$ cat src/rtl/servo_cmd_scheduler.sv
// Captures receiver words into a 4-deep command queue and executes them against servo state.
// Pop-to-update latency is one cycle; a full queue stalls the receiver and a stalled update holds the executor.
module servo_cmd_scheduler #(
  parameter int          NUM_SERVOS = 4,
  parameter int          FIFO_DEPTH = 4,
  parameter logic [5:0]  HOME_POS   = 6'd32
) (
  input  logic        clk,
  input  logic        reset,
  input  logic [9:0]  instruction,
  input  logic        instruction_ready,
  output logic        rx_reset,
  output logic        upd_valid,
  input  logic        upd_ready,
  output logic [1:0]  upd_id,
  output logic [5:0]  upd_pos,
  output logic [23:0] pos_flat,
  output logic [3:0]  enable_mask,
  output logic [2:0]  fifo_count,
  output logic        bad_op,
  output logic [1:0]  cap_state
);

  typedef enum logic [1:0] {ARMED = 2'd0, REARM = 2'd1, WAIT_CLR = 2'd2} cap_t;
  typedef enum logic [1:0] {EX_IDLE = 2'd0, EX_ISSUE = 2'd1, EX_HOME = 2'd2} ex_t;

  cap_t       cap_q, cap_d;
  ex_t        ex_q, ex_d;
  logic [9:0] fifo_mem [FIFO_DEPTH];
  logic [1:0] wr_ptr, rd_ptr;
  logic       push, pop, fifo_full;
  logic [9:0] head;
  logic [1:0] op, id;
  logic [5:0] val;
  logic [5:0] pos [NUM_SERVOS];

  assign fifo_full = (fifo_count == 3'(FIFO_DEPTH));
  assign head      = fifo_mem[rd_ptr];
  assign op        = head[9:8];
  assign id        = head[7:6];
  assign val       = head[5:0];
  assign cap_state = cap_q;

  for (genvar g = 0; g < NUM_SERVOS; g++) begin : g_flat
    assign pos_flat[6*g +: 6] = pos[g];
  end

  // Capture side: a word is taken once, then the receiver is re-armed and must drop its flag.
  always_comb begin
    cap_d    = cap_q;
    push     = 1'b0;
    rx_reset = 1'b0;
    case (cap_q)
      ARMED: if (instruction_ready && !fifo_full) begin
        push  = 1'b1;
        cap_d = REARM;
      end
      REARM: begin
        rx_reset = 1'b1;
        cap_d    = WAIT_CLR;
      end
      WAIT_CLR: if (!instruction_ready) cap_d = ARMED;
      default: cap_d = ARMED;
    endcase
  end

  always_comb begin
    ex_d = ex_q;
    pop  = 1'b0;
    case (ex_q)
      EX_IDLE: if (fifo_count != 3'd0) begin
        pop = 1'b1;
        if (op == 2'b00 && enable_mask[id]) ex_d = EX_ISSUE;
        else if (op == 2'b10)                ex_d = EX_HOME;
      end
      EX_ISSUE: if (upd_ready) ex_d = EX_IDLE;
      EX_HOME:  if (upd_ready && upd_id == 2'(NUM_SERVOS - 1)) ex_d = EX_IDLE;
      default:  ex_d = EX_IDLE;
    endcase
  end

  always_ff @(posedge clk) begin
    if (push) fifo_mem[wr_ptr] <= instruction;
  end

  always_ff @(posedge clk) begin
    if (reset) begin
      cap_q       <= ARMED;
      ex_q        <= EX_IDLE;
      wr_ptr      <= 2'd0;
      rd_ptr      <= 2'd0;
      fifo_count  <= 3'd0;
      upd_valid   <= 1'b0;
      upd_id      <= 2'd0;
      upd_pos     <= 6'd0;
      enable_mask <= 4'd0;
      bad_op      <= 1'b0;
      for (int i = 0; i < NUM_SERVOS; i++) pos[i] <= HOME_POS;
    end else begin
      cap_q     <= cap_d;
      ex_q      <= ex_d;
      upd_valid <= (ex_d != EX_IDLE);
      if (push) wr_ptr <= wr_ptr + 2'd1;
      if (pop)  rd_ptr <= rd_ptr + 2'd1;
      case ({push, pop})
        2'b10:   fifo_count <= fifo_count + 3'd1;
        2'b01:   fifo_count <= fifo_count - 3'd1;
        default: fifo_count <= fifo_count;
      endcase
      if (pop) begin
        case (op)
          2'b00: begin
            pos[id] <= val;
            if (enable_mask[id]) begin
              upd_id  <= id;
              upd_pos <= val;
            end
          end
          2'b01: enable_mask[id] <= val[0];
          2'b10: begin
            for (int i = 0; i < NUM_SERVOS; i++) pos[i] <= HOME_POS;
            upd_id  <= 2'd0;
            upd_pos <= HOME_POS;
          end
          default: bad_op <= 1'b1;
        endcase
      end else if (ex_q == EX_HOME && upd_ready && upd_id != 2'(NUM_SERVOS - 1)) begin
        // Home sweep walks ids in order, one per accepted transfer.
        upd_id  <= upd_id + 2'd1;
        upd_pos <= HOME_POS;
      end
    end
  end

endmodule
$ cat config.mk
export PLATFORM = sky130hd
export DESIGN_NAME = servo_cmd_scheduler
export DESIGN_NICKNAME = d
export VERILOG_FILES = /design/src/rtl/servo_cmd_scheduler.sv
export SDC_FILE = /design/constraint.sdc
export NUM_CORES = 1
export LEC_CHECK = 0
export ABC_AREA = 1
export BUFFER_PORTS_ARGS = -buffer_cell sky130_fd_sc_hd__buf_2
export CAP_MARGIN = 20
export CORE_MARGIN = 2
export CORE_UTILIZATION = 43
export CTS_CLUSTER_SIZE = 16
export DETAILED_ROUTE_END_ITERATION = 6
export PLACE_DENSITY_LB_ADDON = 0.1
export SYNTH_ARGS = -nofsm -noshare
export SYNTH_HDL_FRONTEND = slang
export SYNTH_SLANG_ARGS = --single-unit
$ cat constraint.sdc
create_clock -name clk -period 3.72 [get_ports clk]
set_input_delay 0 -clock clk [delete_from_list [all_inputs] [get_ports clk]]
set_output_delay 0 -clock clk [all_outputs]
set_load 0.02 [all_outputs]
; ---- Yosys cells after proc, flatten, opt, wreduce, memory -nomap -nowiden
; Memory sizes are Yosys's and may differ from the RTL's. A register that Yosys moved wholly into a read port is not among the register bits.
; Cells that the tools add are included.
[totals]
out_inout_bits = 44
romBits = 0
memories = 2
regBits = 25
ramBits = 64
latchBits = 0
[memory_table]
columns = name, depth, width, rd, rd_clocked_by_memory_dff, write_ports, line_no
row1 = fifo_mem, 4, 10, 1, 1, 1, 29  ; logic [9:0] fifo_mem [FIFO_DEPTH];
row2 = pos, 4, 6, 4, 0, 4, 35  ; logic [5:0] pos [NUM_SERVOS];
[op_classes]
magnitude_cmp = 2
bitwise = 5
mul = 0
n_eq_ne = 15
n_reduce_logical = 20
add_sub_neg = 5
shifts = 0
mux = 49
div_mod_pow = 0
[op_table]
columns = op, n
row1 = $mux 6, 8
row2 = $mux 2, 13
row3 = $mux 1, 20
row4 = $pmux 2 s3, 2
row5 = $pmux 6 s2, 1
row6 = $eq 2x2->1 const B, 5
row7 = $eq 2x1->1 const B, 4
row8 = $add 2x1->2 const B, 3
row9 = $logic_and 1x1->1, 6
row10 = $logic_not 2->1, 3
row11 = $ne 2x2->1 const B, 3
row12 = $pmux 3 s2, 1
row13 = $reduce_and 2->1, 3
row14 = $reduce_bool 2->1, 3
row15 = $reduce_or 6->1, 1
row16 = $bwmux 4, 1
row17 = $or 1x1->1, 4
row18 = $pmux 2 s2, 1
row19 = $add 3x1->3 const B, 1
row20 = $eq 3x3->1 const B, 1
row21 = $lt 2x3->1 const B, 1
row22 = $ne 3x1->1 const B, 1
row23 = $ne 3x2->1 const B, 1
row24 = $reduce_and 3->1, 1
row25 = 8 further kinds, 8

; ---- Logic depth before layout (Yosys ltp)
; Gate-level depths: netlist (run 1).
[logic_depth]
depth_word = 8
mapped_depth = 13

; ---- Worst setup path after synthesis (run 1)
; Ideal clock, no wire load.
[synth_path]
path_type = register to register
startpoint = register fifo_count[2]
endpoint = register fifo_count[2]
path_stages_with_launch = 10
setup_ns = 0.122
t_required_ns = 3.598
arrival_ns = 2.062
slack_ns = 1.536
cell_sequence = dfxtp_1 -> inv_1 -> o311ai_2 -> ha_1 -> inv_1 -> fa_1 -> a21oi_1 -> o21ai_0 -> o21ai_0 -> a21oi_1
[synth_via]
elab_chain_cells = 7
elab_cells_between_ends = 14
classes_between = 2 x add/sub / 3 x eq/ne / 5 x mux / 4 x reduce/logical
[synth_rtl]
columns = element, line_no
row1 = "start, declared", 19  ; output logic [2:0] fifo_count,
row2 = "start signal, assigned", 106  ; 2'b10: fifo_count <= fifo_count + 3'd1;
row3 = "start signal, assigned", 107  ; 2'b01: fifo_count <= fifo_count - 3'd1;
row4 = "start signal, assigned", 108  ; default: fifo_count <= fifo_count;
row5 = $eq 3x3->1, 37  ; assign fifo_full = (fifo_count == 3'(FIFO_DEPTH));
row6 = $logic_not 1->1, 54  ; ARMED: if (instruction_ready && !fifo_full) begin
row7 = $logic_and 1x1->1, 54
row8 = $mux 1, 54
row9 = $mux 1, 53  ; case (cap_q)
row10 = $eq 2x1->1 / $eq 2x2->1 (equally long branches), 105  ; case ({push, pop})
row11 = $pmux 3 s2 / $reduce_bool 2->1 (equally long branches), --
; Parallel ways exist; a longest one is shown, timed or not.
; A chain may end at the register's enable or synchronous reset.

; ---- Final worst setup path (run 1)
[layout_path]
startpoint = register fifo_count[0]
endpoint = register fifo_count[2]
; The elaborated chain is that of the path after synthesis.

==> summary.md, run 1 <==
| Metric | Value |
|---|---|
| Status | finished, final reports clean |
| First-pass GRT wire length | between 10 and 15 mm |
| Syn avg cell area | 10.7 um^2 |
| Synth Warn # | 0 |
| Iter 0 DRT Violations | between 80 and 90 |
| Critical path class | flop to flop |
| CP endpoint kind | flop |
| Die area | a little under 10000 um^2 |
| WHS | about 0.4 ns |
| Endpoint, Worst Hold | fifo_mem[3][7]$_DFFE_PP_ |
| Fmax | about 0.44 GHz |
| Seq/Total Area, Yosys | 0.644 |
| Synth-to-Final Area Change | 19.2% |
| DRC | 0 |
| Slew headroom | 0.337 |
| XOR/XNOR share of the synthesized area | 0 |
| Post-synth top area share | 0.503 |
| Worst vdd ir | around 0.00045 V |
| Die X | roughly 98 um |
| Inst Count DP | around 520 |
| GR peak layer | met2 |
| Clock transition at path regs | 0.09 ns |
| Hold Buf Count CTS | 13 |
| Routed Antenna Nets | 0 |
| Main combinational cell family by area after synthesis | simple AND/OR/NAND/NOR gates |
| Dpl hpwl | approximately 5.1 mm |
| Final Hold Fails | 0 |
| Worst skew pair latency | ~0.36 ns |
| Vias in the first global route | 2551 |
| Met3 GRT Util | 0.0494 |
| Root Buffer | clkbuf_8 |
| CTS Buffer Depth | 2 |
| Static Leakage | 0.00189 uW |
| Core area | around 8700 um^2 |
| Grt met2 use | 0.264 |
| Adder-cell share of the synthesized area | 0.0249 |
| Most frequently used flop master after synthesis | edfxtp_1 |
| R2R Setup Slk | around 1.4 ns |
| Post-synth cell types | 32 |
| Post-Synth Simple-Gate Area | 0.196 |
| Crit path time final | 2.29 ns |
| CTS tree | built |
| Final setup violation count | 0 |
| Std-Cell Rows | 34 |
| Ys async rst share | 0 |
| Setup WS post-layout | 1.43 ns |
| Max Slew Vio Count | 0 |
| MaxCap Viol Count | 0 |
| Worst slew pin tran | 0.991 ns |
| Crit start category | flop |
| GRT met1 Usage | 0.205 |
| Drt pass-1 iters | 4 |
| Post-synthesis cell area | roughly 3800 um^2 |
| I/O pin count | 58 |
| Diodes inserted | 0 |
| Compound-gate portion of the synthesized area | 0.0861 |
| H-tree Lvls | 3 |
| Hold path depth | 2 |
| TNS Setup | 0 ns |
| RD Place Congestion | about 0.81 |
| Seq cells post-synth | 91 |
| Min-Delay Startpoint | instruction[7] |
| Mapped Nets | ~380 |
| All-Layer GR Usage | 0.161 |
| PostCTS Resize Cnt | 0 |
| Post-synth EDFFs | 64 |
| Arr. time, crit path | ~2.5 ns |
| Initial Util | 0.441 |
| Number of buffers inserted by port buffering | 57 |
| Share of cells above drive strength 1 | 0.250 |
| Worst R2R End | fifo_count[2]$_SDFFE_PP0P_ |
| Final Skew | between 0.01 and 0.015 ns |
| Post-synthesis mux area share | 0 |
| GRT overflow | 0 |
| Syn Inst Count | 357 |
| RSZ-0062 raised after global routing | false |
| R2R cell count | 8 |
| Total length of routed wires | roughly 7.5 mm |
| Reg2reg start | fifo_count[0]$_SDFFE_PP0P_ |
| Largest cells by area after synthesis | edfxtp_1 (50%), dfxtp_1 (14%), nand2_1 (6.8%) |
| Clk sinks | between 90 and 100 |
| Pwr/cell area | 802 nW/um^2 |
| Worst min-delay path category | primary input to flop |
| Dpl ws | 1.48 ns |
| Cts bufs inserted | 9 |
| Fin cells | about 540 |
| Final Cycle Share | 0.615 |
| Antenna violations before repair | 0 |
| Fin nets | about 450 |
| Vias | 2621 |
| Critical Path RT | a little under 4 ns |
| Setup bufs post-CTS | 0 |
| Die H | ~98 um |
| Vias per cell | 4.82 |
| CP Max Fanout | 10 |
| Routed length per instance | between 10 and 15 um |
| Cell taking the most area after synthesis | edfxtp_1 |
| Largest net degree at the start of global routing | 22 |
-- per-layer routing --
layer  part of all wire  vias to the layer above
li1                   -                     1340
met1               0.47                     1223
met2               0.48                       52
met3              0.044                        6
met4              0.010                        0
met5                  0                        -
-- power by group --
group          internal, uW  switching (uW)  total [uW]
clock                   392             337         729
combinational           470            1060        1530
sequential             1300            85.5        1390
-- through the flow --
| step | cell area [um^2] | utilization | total power [uW] |
|---|---|---|---|
| after global routing | 4560 | 0.525 | 3900 |
| after floorplan | 3820 | - | 2580 |
| after global placement | 4200 | 0.484 | 2940 |
| after detailed placement | 4200 | 0.484 | 2950 |
| final | 4560 | 0.525 | 3650 |
| after CTS | 4560 | 0.525 | 3690 |
-- synthesized netlist by cell type, types with 3 or more instances --
library cell,number
buf_2,3
a21oi_1,24
nor2_2,6
nor2_1,52
a32o_1,4
dfxtp_1,27
nor3_1,6
o21ai_0,14
inv_1,30
nand2_1,69
edfxtp_1,64
nand3_2,4
nand3_1,9
nand2_4,5
nand2_2,6
ha_1,6
inv_2,7
-- cells by family (layout without fill, tap and decap cells) --
| group | count (synthesis) | after routing |
|---|---|---|
| compound gates | 51 | 51 |
| fa+ha+maj | 7 | 7 |
| simple gates | 163 | 163 |
| flops | 91 | 91 |
| buf+inv | 45 | 124 |
-- cell usage in the layout (no fill, tap or decap), types with 2 or more instances in the layout --
cell / count
a21oi_1: 24
a21oi_4: 2
clkbuf_8: 9
ha_1: 6
o21ai_0: 14
o21ai_2: 2
nand2_2: 6
nor3_1: 6
nand3_2: 4
or2_2: 2
nand2_1: 69
nor2_2: 6
clkbuf_1: 2
dlygate4sd3_1: 13
buf_2: 57
dfxtp_1: 27
nor2_4: 2
nand2_4: 5
edfxtp_1: 64
nor2_1: 52
nand3_1: 9
inv_1: 30
clkbuf_16: 2
a32o_1: 4
inv_2: 7
-- how the worst max path moves through the flow --
stage / from / to / slack, ns
after CTS: fifo_count[0]$_SDFFE_PP0P_ / fifo_count[2]$_SDFFE_PP0P_ / 1.47
after global placement: fifo_count[0]$_SDFFE_PP0P_ / fifo_count[2]$_SDFFE_PP0P_ / 1.55
final: fifo_count[0]$_SDFFE_PP0P_ / fifo_count[2]$_SDFFE_PP0P_ / 1.43
after global routing: fifo_count[2]$_SDFFE_PP0P_ / fifo_count[2]$_SDFFE_PP0P_ / 1.27
after floorplan: fifo_count[2]$_SDFFE_PP0P_ / fifo_count[2]$_SDFFE_PP0P_ / 1.54
after detailed placement: fifo_count[0]$_SDFFE_PP0P_ / fifo_count[2]$_SDFFE_PP0P_ / 1.48
-- cell type report --
type	instances	area [um^2]
Multi-Input combinational cell	221	1170
Timing Repair Buffer	71	423
Tap cell	108	135
Clock buffer	13	181
Inverter	37	139
Sequential cell	91	2460
Clock inverter	3	42.5
Fill cell	796	4120
-- registers in the layout, indices dropped and copies added, names as in the netlist, named ones only --
name,count
upd_id,2
ex_q,2
rd_ptr,2
fifo_mem,40
upd_valid,1
bad_op,1
enable_mask,4
upd_pos,6
cap_state,2
pos,24
wr_ptr,2
fifo_count,3
-- critical path, stage by stage, from the launching register on --
cell and delay (ns):
dfxtp_1 0.36, o311ai_2 0.64, ha_1 0.25, inv_1 0.07, fa_1 0.38, a21oi_1 0.15
o21ai_0 0.12, o21ai_0 0.17, a21oi_1 0.05
Note: power is estimated with default switching activity, not from simulation.
==> run 2: changes to the inputs <==
- ABC_AREA: 1 -> 0
- clock period: 3.72 -> 2.2 ns (I/O delays scaled with it)
==> summary.md, run 2 <==
| Metric | Value |
|---|---|
| Status | finished, final reports clean |
| Iter 0 DRT Violations | 111 (+26%) |
| Synth Warn # | 0 (unchanged) |
| Cts bufs inserted | 9 (unchanged) |
| Vias in the first global route | 2257 (-12%) |
| Largest net degree at the start of global routing | 31 (+41%) |
| Post-place instance area | 4390 um^2 (+4.5%) |
| Dpl hpwl | 4.97 mm (-2.6%) |
| CP max stage cell | fa_1 |
| Most frequently used flop master after synthesis | edfxtp_1 |
| Vias | 2283 (-13%) |
| Syn Inst Count | 254 (-29%) |
| Commonest non-fill, non-tap cell in the layout | edfxtp_1 |
| Crit path time final | 2.10 ns (-0.185 ns) |
| Worst slew pin tran | 0.497 ns (-0.494 ns) |
| Worst vdd ir | 0.000540 V (+21%) |
| H-tree Lvls | 3 (unchanged) |
| First-pass GRT wire length | 11.2 mm (-7.8%) |
| Worst min-delay path category | primary input to flop |
| Antenna violations before repair | 0 (unchanged) |
| Final setup violation count | 0 (unchanged) |
| Largest cells by area after synthesis | edfxtp_1 (51%), dfxtp_1 (14%), mux4_1 (4.2%) |
| Cell taking the most area after synthesis | edfxtp_1 |
| Seq cells post-synth | 91 (unchanged) |
| Clock transition at path regs | 0.09 ns (about the same) |
| Static Leakage | 0.00189 uW (about the same) |
| Top reg by flops | fifo_mem |
| I/O pin count | 58 (unchanged) |
| Max reg flops | 40 (unchanged) |
| Diodes inserted | 0 (unchanged) |
| Multi-input combinational cell area | 1220 um^2 (+4.1%) |
| All-Layer GR Usage | 0.151 (-0.00931) |
| Routed length per instance | 14.6 um (+5.9%) |
| Post-synth top area share | 0.514 (+0.0118) |
| Seq/Total Area, Yosys | 0.659 (+0.0151) |
| Synth-to-Final Area Change | 25.5% |
| Syn avg cell area | 14.7 um^2 (+37%) |
| Most used cell, CP | or2_4 |
| CP Max Fanout | 3 (-7) |
| Post-synth EDFFs | 64 (unchanged) |
| Fin nets | 380 (-16%) |
| MaxCap Viol Count | 0 (unchanged) |
| Top-count cell post-synth | edfxtp_1 |
| Share of cells above drive strength 1 | 0.357 (+0.107) |
| Post-synth cell types | 42 (+31%) |
| Std-Cell Rows | 34 (unchanged) |
| Clk sinks | 91 (unchanged) |
| Most frequent cells in the layout | edfxtp_1 (64), buf_2 (57), buf_4 (34) |
| CTS Buffer Depth | 2 (unchanged) |
| Worst skew pair latency | 0.35 ns (about the same) |
| Fin cells | 472 (-13%) |
| Vias per cell | 4.84 (+0.39%) |
| Final core occ | 0.548 (+0.0233) |
| Clock share of power | 0.195 (-0.005) |
| Sw power | 1750 uW (+18%) |
| Initial Util | 0.437 (-0.00367) |
| Int Pwr | 3400 uW (+57%) |
| CTS tree | built |
| Max Slew Vio Count | 0 (unchanged) |
| Pwr/cell area | 1100 nW/um^2 (+37%) |
| CP endpoint kind | flop |
| Setup bufs post-CTS | 0 (unchanged) |
| Final Hold Fails | 0 (unchanged) |
| Root Buffer | clkbuf_8 |
| Critical Path RT | 2.48 ns (-1.48 ns) |
| GRT overflow | 0 (unchanged) |
| Mapped Nets | 275 (-27%) |
| Inst Count DP | 445 (-14%) |
| Core area | 8550 um^2 (-1.5%) |
| RD Place Congestion | 0.811 (+0.30%) |
| Register area | 2470 um^2 (+0.20%) |
| Critical path class | flop to flop |
| Post-synthesis cell area | 3740 um^2 (-2.3%) |
| Slew headroom | 0.664 (+0.327) |
| Final instance area | 4690 um^2 (+2.9%) |
| Final Skew | 0.00918 ns (-0.00230 ns) |
| Total length of routed wires | 6.87 mm (-8.1%) |
| Ys async rst share | 0 (unchanged) |
| Arr. time, crit path | 2.38 ns (-0.15 ns) |
| DRC | 0 (unchanged) |
| Die area | 9450 um^2 (-2.2%) |
| Largest stage delay, worst path | 0.37 ns (-0.27 ns) |
| Switching Fraction | 0.340 (-0.0668) |
| Drt pass-1 iters | 4 (unchanged) |
| Reg power frac | 0.436 (+0.055) |
| Top cells by count, synth | edfxtp_1 (64), dfxtp_1 (27), nand2_1 (18) |
| Crit path cell chain | or2_4, or2_4, inv_6, ha_4, inv_1, fa_1, xor2_1, or3_1, a21oi_1 |
| Die H | 97.2 um (-1.1%) |
| Comb pwr share | 0.369 (-0.051) |
| Biggest regs | fifo_mem x40, pos x24, upd_pos x6 |
| Final Cycle Share | 0.956 (+0.341) |
| Routed Antenna Nets | 0 (unchanged) |
| Fill cell count | 739 (-7.2%) |
| Number of buffers inserted by port buffering | 57 (unchanged) |
| Fmax | 0.475 GHz (+8.8%) |
| Crit start category | flop |
| Die X | 97.2 um (-1.1%) |
| RSZ-0062 raised after global routing | false |
-- run 2: what timing repair did --
action	CTS	global route
resized for setup	1	3
hold endpoints to repair	41	0
endpoints found under the setup margin	1	22
hold buffers	11	0
pin swaps	0	1
gates cloned	0	0
-- run 2: layer usage --
metal	vias up	GRT usage	routed length [um]
met5	-	0	0
met4	0	0.0673	144
met3	14	0.0295	246
met2	49	0.259	3440
met1	1083	0.187	3040
li1	1137	-	-
-- run 2: logic make-up after synthesis --
kind of cell             share of synthesized area
AND/OR/NAND/NOR                              0.147
flip-flops                                   0.659
multiplexers                                 0.103
AO/OA/AOI/OAI                               0.0311
buffers and inverters                       0.0218
adder cells (fa/ha/maj)                     0.0255
XOR/XNOR                                    0.0117
-- run 2: stage by stage --
step	power, uW	TNS (ns)	setup WS [ns]	hold slack [ns]
global route	5450	0	0.000228	0.0810
finish	5150	0	0.0958	0.0509
floorplan	3540	-0.0474	-0.0474	0.0989
global placement	4150	0	0.0418	0.215
detailed placement	4170	0	0.000287	0.224
CTS	5200	0	0.00730	0.0424
-- run 2: final cells by class --
type                    count  share of cell area
inverters                   9             0.00827
flip-flops and latches     91               0.526
clock inverters             7              0.0112
clock buffers               9              0.0264
well taps                 108              0.0288
multi-input cells         146               0.260
repair buffers            102               0.139
-- run 2: critical path: cells and delay by family, from the launching register on --
kind | cells | cell delay, ns
AOI/OAI and AO/OA | 1 | 0.13
buffers and inverters | 2 | 0.10
and+or+nand+nor | 3 | 0.84
adders and majority gates | 2 | 0.49
DFF | 1 | 0.32
xor gates and xnor gates | 1 | 0.16
-- run 2: power by group through the flow --
stage               clock network, uW  registers, uW  logic, uW
CTS                              1030           2250       1920
detailed placement                  0           2280       1890
finish                           1000           2240       1900
floorplan                           0           2450       1090
global route                     1110           2270       2070
global placement                    0           2280       1870
-- run 2: worst paths after layout --
| check | start | endpoint | slack [ns] | cells past startpoint |
|---|---|---|---|---|
| setup / recovery | ex_q[0]$_SDFF_PP0_ | fifo_count[2]$_SDFFE_PP0P_ | 0.1 | 9 |
| hold / removal | upd_ready | ex_q[1]$_SDFF_PP0_ | 0.05 | 4 |
| setup reg to reg | ex_q[0]$_SDFF_PP0_ | fifo_count[2]$_SDFFE_PP0P_ | 0.1 | 9 |
| hold reg to reg | upd_pos[5]$_SDFFE_PP0P_ | upd_pos[5]$_SDFFE_PP0P_ | 0.47 | 2 |
